**config.mk**
```make
export PLATFORM = sky130hd
export DESIGN_NAME = muldiv_unit
export DESIGN_NICKNAME = d
export VERILOG_FILES = /design/src/rtl/muldiv_unit.sv
export SDC_FILE = /design/constraint.sdc
export NUM_CORES = 1
export LEC_CHECK = 0
export CAP_MARGIN = 5
export CORE_MARGIN = 8
export CORE_UTILIZATION = 50
export DETAILED_ROUTE_END_ITERATION = 6
export GPL_TIMING_DRIVEN = 0
export PLACE_DENSITY = 0.72
export REMOVE_ABC_BUFFERS = 1
export SLEW_MARGIN = 0
export SYNTH_ARGS = -nofsm -noshare
export SYNTH_HDL_FRONTEND = slang
export SYNTH_SLANG_ARGS = --single-unit
```
**constraint.sdc**
```tcl
create_clock -name clk -period 3.95 [get_ports clk]
set_input_delay 0.79 -clock clk [delete_from_list [all_inputs] [get_ports clk]]
set_output_delay 0.79 -clock clk [all_outputs]
set_load 0.1 [all_outputs]
```
**src/rtl/muldiv_unit.sv**
```systemverilog
// muldiv_unit: iterative multiply/divide unit, one result bit per clock.
// MULDIV_DIV_EN: when defined, DIV/DIVU use a restoring divider. When it is
// undefined, the divider is left out and DIV/DIVU return zero after one cycle.
//
// state  | meaning
// IDLE   | waiting for start; operands captured on the accept edge
// RUN    | cnt_q>0: one shift-add / restoring step per cycle
//        | cnt_q==0: sign fix-up, load hi/lo/div_zero, go to DONE
// DONE   | one-cycle done pulse, then back to IDLE
module muldiv_unit #(
  parameter int WIDTH = 32
) (
  input  logic             clk,
  input  logic             rst_n,
  input  logic             start,
  input  logic [1:0]       op,
  input  logic [WIDTH-1:0] a,
  input  logic [WIDTH-1:0] b,
  input  logic             abort,
  output logic [WIDTH-1:0] hi,
  output logic [WIDTH-1:0] lo,
  output logic             busy,
  output logic             done,
  output logic             div_zero
);
  localparam int CW = $clog2(WIDTH) + 1;
  localparam logic [CW-1:0] CNT_LOAD = CW'(WIDTH);

  typedef enum logic [1:0] {S_IDLE = 2'd0, S_RUN = 2'd1, S_DONE = 2'd2} state_t;

  state_t             state_q, state_d;
  logic [CW-1:0]      cnt_q, cnt_d;
  logic [WIDTH-1:0]   opb_q, opb_d;
  logic [2*WIDTH-1:0] acc_q, acc_d;
  logic               neg_q, neg_d;
  logic [WIDTH-1:0]   hi_q, hi_d, lo_q, lo_d;
  logic               busy_q, busy_d, done_q, done_d, div_zero_q, div_zero_d;

  logic               a_neg, b_neg;
  logic [WIDTH-1:0]   abs_a, abs_b;
  logic [WIDTH:0]     mul_sum;
  logic [2*WIDTH-1:0] mul_next, prod;

  // Signed ops (op[0]==0) iterate on magnitudes; the signs are kept for fix-up.
  assign a_neg = ~op[0] & a[WIDTH-1];
  assign b_neg = ~op[0] & b[WIDTH-1];
  assign abs_a = a_neg ? -a : a;
  assign abs_b = b_neg ? -b : b;

  // acc_q holds {partial product, remaining multiplier bits}; shift right each step.
  assign mul_sum  = {1'b0, acc_q[2*WIDTH-1:WIDTH]} + {1'b0, opb_q & {WIDTH{acc_q[0]}}};
  assign mul_next = {mul_sum, acc_q[WIDTH-1:1]};
  assign prod     = neg_q ? -acc_q : acc_q;

`ifdef MULDIV_DIV_EN
  logic               is_div_q, is_div_d, neg_rem_q, neg_rem_d, dz_q, dz_d;
  logic [WIDTH:0]     rem_sh;
  logic               rem_ge;
  logic [WIDTH-1:0]   rem_new, quo_fix, rem_fix;
  logic [2*WIDTH-1:0] div_next;

  // acc_q holds {remainder, dividend bits shifting out / quotient bits shifting in}.
  assign rem_sh   = {acc_q[2*WIDTH-1:WIDTH], acc_q[WIDTH-1]};
  assign rem_ge   = rem_sh >= {1'b0, opb_q};
  assign rem_new  = rem_ge ? WIDTH'(rem_sh - {1'b0, opb_q}) : rem_sh[WIDTH-1:0];
  assign div_next = {rem_new, acc_q[WIDTH-2:0], rem_ge};
  // Quotient takes the XOR of the signs, remainder the sign of the dividend.
  // With b==0 the magnitude remainder is |a|, so the fix-up returns a itself.
  assign quo_fix  = neg_q ? -acc_q[WIDTH-1:0] : acc_q[WIDTH-1:0];
  assign rem_fix  = neg_rem_q ? -acc_q[2*WIDTH-1:WIDTH] : acc_q[2*WIDTH-1:WIDTH];
`endif

  // Next-state, datapath step and result load.
  always_comb begin
    state_d    = state_q;
    cnt_d      = cnt_q;
    opb_d      = opb_q;
    acc_d      = acc_q;
    neg_d      = neg_q;
    hi_d       = hi_q;
    lo_d       = lo_q;
    div_zero_d = div_zero_q;
`ifdef MULDIV_DIV_EN
    is_div_d   = is_div_q;
    neg_rem_d  = neg_rem_q;
    dz_d       = dz_q;
`endif
    case (state_q)
      S_IDLE: begin
        if (start) begin
          state_d = S_RUN;
          cnt_d   = CNT_LOAD;
          opb_d   = abs_b;
          acc_d   = {{WIDTH{1'b0}}, abs_a};
          neg_d   = a_neg ^ b_neg;
`ifdef MULDIV_DIV_EN
          is_div_d  = op[1];
          neg_rem_d = a_neg;
          dz_d      = op[1] & (b == '0);
`else
          // No divider: a zero accumulator with no iterations finalises to 0 next cycle.
          if (op[1]) begin
            cnt_d = '0;
            opb_d = '0;
            acc_d = '0;
            neg_d = 1'b0;
          end
`endif
        end
      end
      S_RUN: begin
        if (abort) begin
          state_d = S_IDLE;
        end else if (cnt_q != '0) begin
          cnt_d = cnt_q - 1'b1;
`ifdef MULDIV_DIV_EN
          acc_d = is_div_q ? div_next : mul_next;
`else
          acc_d = mul_next;
`endif
        end else begin
          state_d    = S_DONE;
          hi_d       = prod[2*WIDTH-1:WIDTH];
          lo_d       = prod[WIDTH-1:0];
          div_zero_d = 1'b0;
`ifdef MULDIV_DIV_EN
          if (is_div_q) begin
            hi_d       = rem_fix;
            lo_d       = dz_q ? '1 : quo_fix;
            div_zero_d = dz_q;
          end
`endif
        end
      end
      S_DONE:  state_d = S_IDLE;
      default: state_d = S_IDLE;
    endcase
    busy_d = (state_d != S_IDLE);
    done_d = (state_d == S_DONE);
  end

  // State, datapath and registered outputs.
  always_ff @(posedge clk or negedge rst_n) begin
    if (!rst_n) begin
      state_q    <= S_IDLE;
      cnt_q      <= '0;
      opb_q      <= '0;
      acc_q      <= '0;
      neg_q      <= 1'b0;
      hi_q       <= '0;
      lo_q       <= '0;
      busy_q     <= 1'b0;
      done_q     <= 1'b0;
      div_zero_q <= 1'b0;
    end else begin
      state_q    <= state_d;
      cnt_q      <= cnt_d;
      opb_q      <= opb_d;
      acc_q      <= acc_d;
      neg_q      <= neg_d;
      hi_q       <= hi_d;
      lo_q       <= lo_d;
      busy_q     <= busy_d;
      done_q     <= done_d;
      div_zero_q <= div_zero_d;
    end
  end

`ifdef MULDIV_DIV_EN
  // Divider control flags.
  always_ff @(posedge clk or negedge rst_n) begin
    if (!rst_n) begin
      is_div_q  <= 1'b0;
      neg_rem_q <= 1'b0;
      dz_q      <= 1'b0;
    end else begin
      is_div_q  <= is_div_d;
      neg_rem_q <= neg_rem_d;
      dz_q      <= dz_d;
    end
  end
`endif

  assign hi       = hi_q;
  assign lo       = lo_q;
  assign busy     = busy_q;
  assign done     = done_q;
  assign div_zero = div_zero_q;
endmodule

```
; ---- Word level (Yosys, flattened, before mapping)
; Index checks and enable logic that the tools add are counted.
[totals]
ram_bits = 0
romBits = 0
latchBits = 0
inputBits = 70
wordCells = 52
n_memories = 0
reg_bits = 171
[classes]
mux = 19
mul = 0
n_reduce_logical = 7
n_div = 0
bitwise = 7
shift = 0
eq_ne = 5
n_lt_le_gt_ge = 0
addsub = 5
[ops]
columns = cell, n
row1 = $mux W64, 4
row2 = $mux W32, 4
row3 = $pmux W64 S2, 1
row4 = $neg A32 Y32, 2
row5 = $neg A64 Y64, 1
row6 = $add A32 B32 Y33, 1
row7 = $and A32 B32 Y32, 1
row8 = $mux W6, 4
row9 = $pmux W6 S2, 1
row10 = $mux W2, 3
row11 = $ne A2 B2 Y1 const B, 3
row12 = $reduce_bool A6 Y1, 1
row13 = $sub A6 B1 Y6 const B, 1
row14 = $pmux W2 S2, 1
row15 = $reduce_and A4 Y1, 1
row16 = $reduce_bool A2 Y1, 2
row17 = $not A1 Y1, 3
row18 = $reduce_and A3 Y1, 1
row19 = $and A1 B1 Y1, 2
row20 = $eq A2 B1 Y1 const B, 1
row21 = $eq A2 B2 Y1 const B, 1
row22 = $logic_not A2 Y1, 1
row23 = $reduce_and A2 Y1, 1
row24 = $mux W1, 1
row25 = $xor A1 B1 Y1, 1

; ---- Logic depth before layout (Yosys ltp)
[logic_depth]
ltp_word = 6
depth_mapped = 14

; ---- Least setup slack after synthesis
; No wires, ideal clock.
[synth_path]
kind = register to register
startpoint = reg acc_q[0]
endpoint = reg acc_q[63]
path_stages_with_launch = 15
setup_slack_ns = 0.362
required_time_ns = 3.868
t_arrival_ns = 3.506
setup_ns = 0.082
cell_sequence = dfrtp_1 clkbuf_1 clkbuf_1 and2_1 ha_1 inv_1 fa_1 and2b_1 o211ai_1 a31oi_1 a41oi_1 o31a_1 o41a_1 or3_1 a31oi_1
[synth_via]
elab_chain_len = 5
[synth_lines]
columns = item, line
row1 = "start, declared", 34  ; logic [2*WIDTH-1:0] acc_q, acc_d;
row2 = "start signal, assigned", 148  ; acc_q <= '0;
row3 = "start signal, assigned", 159  ; acc_q <= acc_d;
row4 = $and A32 B32 Y32, 51  ; assign mul_sum = {1'b0, acc_q[2*WIDTH-1:WIDTH]} + {1'b0, opb_q & {WIDTH{acc_q[0]}}};
row5 = $add A32 B32 Y33, 51
row6 = $mux W64, 114  ; end else if (cnt_q != '0) begin
row7 = $mux W64, 112  ; if (abort) begin
row8 = $pmux W64 S2, 88  ; case (state_q)
; Every way passes these cells. The select of a mux whose other input is x is not followed.
; A chain may end at the register's enable or synchronous reset.

; ---- Worst setup path in the final report
; Ends and elaborated chain as after synthesis.

==> reports/summary.txt <==
Crit path launch type: flip-flop
Final Util: 61.63%
Leakage: 0.005674 uW
Final net count: 1487
All-Layer GR Usage: 21.41%
Sequential fraction of the synthesis area: 38.89%
Layout Cells excl Fill: 1672
Placed Instance Area: 12670 um^2
Reg2Reg Setup Slack: 220 ps
TritonCTS Buffers: 17
Worst-Skew Late Latency: 430 ps
FF-to-FF End: acc_q[63]
Setup-failing EPs final: 0
Final instance area: 13370 um^2
Max_slew headroom: 22.81%
Tmin final: 3734 ps
CP Data Arrival Time: 4090 ps
Hold crit path type: input pin to async pin
Kind of critical path: flip-flop to flip-flop
Mapped Area: 11000 um^2
Worst-case reg-to-reg path depth: 12
Cell accounting for the most synthesized area: dfrtp_1
Final max-slew violation count: 0
Die X: 164.3 um
Met3 Track Usage GR: 3.333%
CTS root buf: clkbuf_16
Clk buf depth: 2
Post-route ant nets: 0
Status: completed
Post-DR wirelength/cell: 17.22 um
Drt initial violations: 648
Final Hold Vio Count: 0
CTS tree: done
Top Usage Layer GRT: met2
Worst-margin pin slew: 1147 ps
Achievable frequency: 0.2678 GHz
Asr flop ratio synth: 100.0%
Max_cap viols: 0
Syn-to-layout area delta: 21.48%
Commonest non-fill, non-tap cell in the layout: o21ai_0
IO Count: 137
Area of the multi-input gates: 6365 um^2
Clk_skew: 11.31 ps
Fillcell total: 1878
Top FF cell, synth: dfrtp_1
Initial Utilization: 50.73%
DRC violations left: 0
Vias in the first global route: 9154
Core Area: 21690 um^2
Total grt overflow: 0
First-pass GRT wire length: 46.71 mm
Overall Power: 10930 uW
P per Cell Area: 818.0 nW/um^2
Share of cells above drive strength 1: 5.172%
Hpwl dp: 21.78 mm
Number of clock sinks: 171
Post-synthesis average cell area: 8.536 um^2
Post-route clock period utilization: 94.54%
Via count: 9672
Die area: 27010 um^2
Crit-path max FO: 10
Reg2Reg Launch Point: acc_q[0]
Initial antenna violation count: 0
Syn Inst Count: 1289
Largest net degree at the start of global routing: 111
Critical path capture point type: flip-flop
RSZ-0062 raised after global routing: false
H-tree levels: 4
Vias per cell: 5.785
Peak supply drop: 0.0004775 V
Post-route setup TNS: 0 ps
Met2 GRT Util: 33.63%
Pre-antenna DRT Iters: 5
Worst EP required: 4300 ps
EDFF count, synth: 0
WL final: 28.80 mm
Synth cell types: 69
Yosys reg bits: 171
Cell row count: 54
Placed cells: 1638
Ys Warns: 0
Synth top area share: 38.89%
M1 GR Usage: 29.86%
Top cells by area, synth: dfrtp_1 39%, o21ai_0 9.1%, xor2_1 8.0%
Number of diodes: 0
Most frequent cells in the layout: 199 x o21ai_0, 177 x nand2_1, 169 x dfrtp_1, 134 x clkdlybuf4s50_1, 100 x xor2_1
Die H: 164.3 um
GPL Wtd Cong: 0.9090
CTS Hold Bufs: 0
Port Buffers: 135
Register area: 4284 um^2
Reg clk slew, reported paths: 70 ps
-- per-layer routing --
metal / vias up / share of wire (%) / wire length [um]
met4: 0 / 1.4 / 406
met1: 4584 / 47 / 13450
met5: - / 0 / 0
met3: 34 / 6.4 / 1832
met2: 282 / 46 / 13120
li1: 4772 / - / -
-- kinds of logic (layout without fill, tap and decap cells) --
group	count (synthesis)	count (layout)	share of synthesized area (%)
xor+xnor	148	148	11.78
other cells	1	1	0.03408
simple gates	432	432	19.32
buf+inv	101	204	3.548
mux	4	4	0.3639
fa+ha+maj	37	37	4.276
flops	171	171	38.89
compound gates	395	395	21.79
-- layout make-up --
| type | count | share of cell area [%] |
|---|---|---|
| multi-input cells | 1017 | 47.62 |
| flip-flops and latches | 171 | 32.05 |
| repair buffers | 149 | 12.07 |
| clock buffers | 19 | 3.389 |
| well taps | 280 | 2.621 |
| clock inverters | 12 | 1.582 |
| inverters | 24 | 0.6740 |
-- cell usage after synthesis (5+ instances only) --
cell	instances
o41ai_1	17
clkbuf_1	69
o21ai_0	199
o31ai_1	33
a22oi_1	29
nor2_1	65
a21o_1	21
ha_1	36
nand2b_1	14
inv_1	24
a21oi_1	50
nor3_1	26
a31oi_1	7
xor2_1	100
nand2_1	179
or3_1	15
and2_1	33
or4_1	12
dfrtp_1	171
buf_1	6
nor4_1	7
nand4_1	9
xnor2_1	48
o21bai_1	5
nand3_1	34
nor2b_1	6
and3_1	6
-- metrics by stage --
step | setup slack [ps] | hold slack [ps]
2_1_floorplan | -966.9 | 440.2
3_3_place_gp | -5411 | 452.5
3_5_place_dp | -408.7 | 464.4
4_1_cts | 71.66 | 296.6
5_1_grt | 63.43 | 311.6
6_report | 215.8 | 275.9
-- worst max path at each step --
stage | start | end | cells past startpoint
2_1_floorplan | abort | acc_q[0] | 4
3_3_place_gp | abort | acc_q[33] | 4
3_5_place_dp | acc_q[0] | acc_q[63] | 12
4_1_cts | acc_q[0] | acc_q[63] | 12
5_1_grt | acc_q[0] | acc_q[63] | 12
6_report | acc_q[0] | acc_q[63] | 12
-- repair_timing --
item                                    CTS  global route
endpoints found under the setup margin    2             1
gates cloned                              0             0
setup buffers                             1             2
pin swaps                                 0             0
gates resized for setup                   2             1
-- worst max-delay path: stages (launching register included) --
cell and delay, ps:
dfrtp_4 490, and2_1 160, ha_1 180, inv_1 60, fa_1 370, and2b_1 250, o211ai_1 120, a31oi_2 310
a41oi_1 260, o31a_1 400, o41a_1 460, or3_1 400, a31oi_1 180
-- sequential cells by signal, summed over array words and instances, names as in the netlist --
name     cells
hi          32
acc_q       64
cnt_q        6
done         1
lo          32
opb_q       32
state_q      2
neg_q        1
busy         1
-- power breakdown --
part | internal [uW] | switching (uW) | total, uW
logic | 1720 | 4140 | 5860
registers | 2450 | 735 | 3180
clock network | 1160 | 723 | 1890
No activity file was read; power rests on OpenSTA's default activity.
==> variant: new RTL, config.mk and constraints unchanged <==
Add a define of `MULDIV_DIV_EN`.
--- a/src/rtl/muldiv_unit.sv
+++ b/src/rtl/muldiv_unit.sv
@@ -7,6 +7,8 @@
 // RUN    | cnt_q>0: one shift-add / restoring step per cycle
 //        | cnt_q==0: sign fix-up, load hi/lo/div_zero, go to DONE
 // DONE   | one-cycle done pulse, then back to IDLE
+`define MULDIV_DIV_EN
+
 module muldiv_unit #(
   parameter int WIDTH = 32
 ) (
Check against the original RTL: not equivalent (Yosys sat finds a counterexample within 4 cycles, from zero or initial values and one cycle with rst_n low).
==> variant against the unedited design <==
  * Worst setup slack worse by 0.0090 ns
  * Largest power group unchanged
  * Fmax down 0.24%
  * Power up 50%
  * Worst hold slack better by 0.077 ns
  * Highest routed layer is now met5
  * Area after synthesis up 27%
  * Sequential cell count up 4
  * Routed wire length up 54%
  * Largest cell class unchanged
  * Final area up 23%
  * Die area up 24%
  * Final cell count up 34%
  * Utilization down 2.2 points
==> variant: results (changes against the unedited design) <==
[metrics] number of non-filler instances in the completed layout: 2248 (+34%)
[metrics] Cells after DPL: 2211 (+35%)
[metrics] violation count after the first detailed-routing iteration: 1213 (+87%)
[metrics] top fanout value on the critical path: 38 (+28)
[metrics] endpoint of the most critical register-to-register path: acc_q[35]
[metrics] delay contributed by the slowest stage of the critical path: 0.53 ns (+0.04 ns)
[metrics] DIE AREA: 33600 sq um (+24%)
[metrics] via count of the routed design: 13600 (+41%)
[metrics] number of antenna violations at the first check in global routing: 1 (+1)
[metrics] largest voltage drop on the vdd net: 0.760 mV (+59%)
[metrics] part of the total power dissipated in combinational logic: 66.7% (+13 points)
[metrics] cell internal pwr: 7.08 mW (+33%)
[metrics] final layout net count: 1998 (+34%)
[metrics] overall power: 16.4 mW (+50%)
[metrics] minimum setup slack after placement: -0.493 ns (-0.0844 ns)
[metrics] Leak Pwr: 6.90 nW (+22%)
[metrics] fraction of final layout cells sized beyond drive strength 1: 5.08% (-0.092 points)
[metrics] vias in the first global route: 13200 (+44%)
[metrics] number of buffers inserted to repair setup after CTS: 0 (-1)
[metrics] Final Skew: 0.0193 ns (+0.00804 ns)
[metrics] crit share post-route: 94.8% (+0.23 points)
[metrics] gpl congestion: 0.958 (+5.4%)
[metrics] Worst Reg-to-Reg Cells: 10 (-2)
[metrics] half-perimeter wire length after detailed placement: 33.1 mm (+52%)
[metrics] largest net degree at the start of global routing: 91 (-18%)
[metrics] average wire length per cell after detail routing: 19.7 microns (+14%)
[metrics] Area after DPL: 15700 sq um (+24%)
[metrics] worst-skew pair later-pin latency: 0.45 ns (+0.02 ns)
[metrics] launch point of the critical path: acc_q[57]
[metrics] first-pass GRT wire length: 71.0 mm (+52%)
[metrics] status: complete, no violations
[metrics] cell types with the largest area share after synthesis: sky130_fd_sc_hd__dfrtp_1 31%, sky130_fd_sc_hd__o21ai_0 6.5%, sky130_fd_sc_hd__nand2_1 6.2%
[metrics] synthesized instance count: 1782 (+38%)
[metrics] footprint of the multi-input gates: 9040 sq um (+42%)
[metrics] count of filler cells inserted in the layout: 2567 (+37%)
[metrics] clock network fraction of design power: 11.3% (-5.9 points)
[metrics] Synth top cells by count: 231 x sky130_fd_sc_hd__nand2_1, 181 x sky130_fd_sc_hd__o21ai_0, 175 x sky130_fd_sc_hd__dfrtp_1, 173 x sky130_fd_sc_hd__nor2_1, 148 x sky130_fd_sc_hd__a21oi_1
[metrics] Total GRT Usage: 26.3% (+4.9 points)
[metrics] number of different library cells in the post-synthesis netlist: 75 (+8.7%)
[metrics] Critical Path Slowest Stage Cell: sky130_fd_sc_hd__o31a_4
==> variant: changes by cell type in the layout (fill, tap and decap cells not counted), moves of 13 or more <==
cell | before | now
sky130_fd_sc_hd__nand2_1 | 177 | 230
sky130_fd_sc_hd__nor2_1 | 64 | 171
sky130_fd_sc_hd__mux2i_1 | 4 | 39
sky130_fd_sc_hd__xor2_1 | 100 | 82
sky130_fd_sc_hd__a211oi_1 | 3 | 21
sky130_fd_sc_hd__nor4_1 | 7 | 22
sky130_fd_sc_hd__and2_1 | 33 | 7
sky130_fd_sc_hd__xnor2_1 | 48 | 90
sky130_fd_sc_hd__inv_1 | 24 | 67
sky130_fd_sc_hd__a22oi_1 | 29 | 9
sky130_fd_sc_hd__o21ai_0 | 199 | 181
sky130_fd_sc_hd__ha_1 | 36 | 69
sky130_fd_sc_hd__a21oi_1 | 50 | 147
sky130_fd_sc_hd__o21ai_1 | 3 | 16
==> variant: final cells by class <==
cell class	instances	share of cell area (%)
well taps	378	2.88
repair buffers	151	9.86
flip-flops and latches	175	26.7
clock buffers	17	2.59
multi-input cells	1442	55.0
clock inverters	15	1.33
inverters	70	1.63
==> variant: cell families (layout without fill, tap and decap cells) <==
| logic type | count (synthesis) | in the layout | synth area share [%] |
|---|---|---|---|
| simple gates | 620 | 620 | 20.8 |
| compound gates | 537 | 537 | 23.1 |
| flops | 175 | 175 | 31.3 |
| xor+xnor | 173 | 173 | 10.9 |
| buf+inv | 165 | 253 | 4.49 |
| fa+ha+maj | 71 | 71 | 6.46 |
| mux | 41 | 41 | 2.95 |
==> variant: layer usage <==
metal	track usage, %	wire (microns)
met5	0	13
met4	9.53	1310
met3	4.99	3590
met2	42.6	20200
met1	34.6	19200
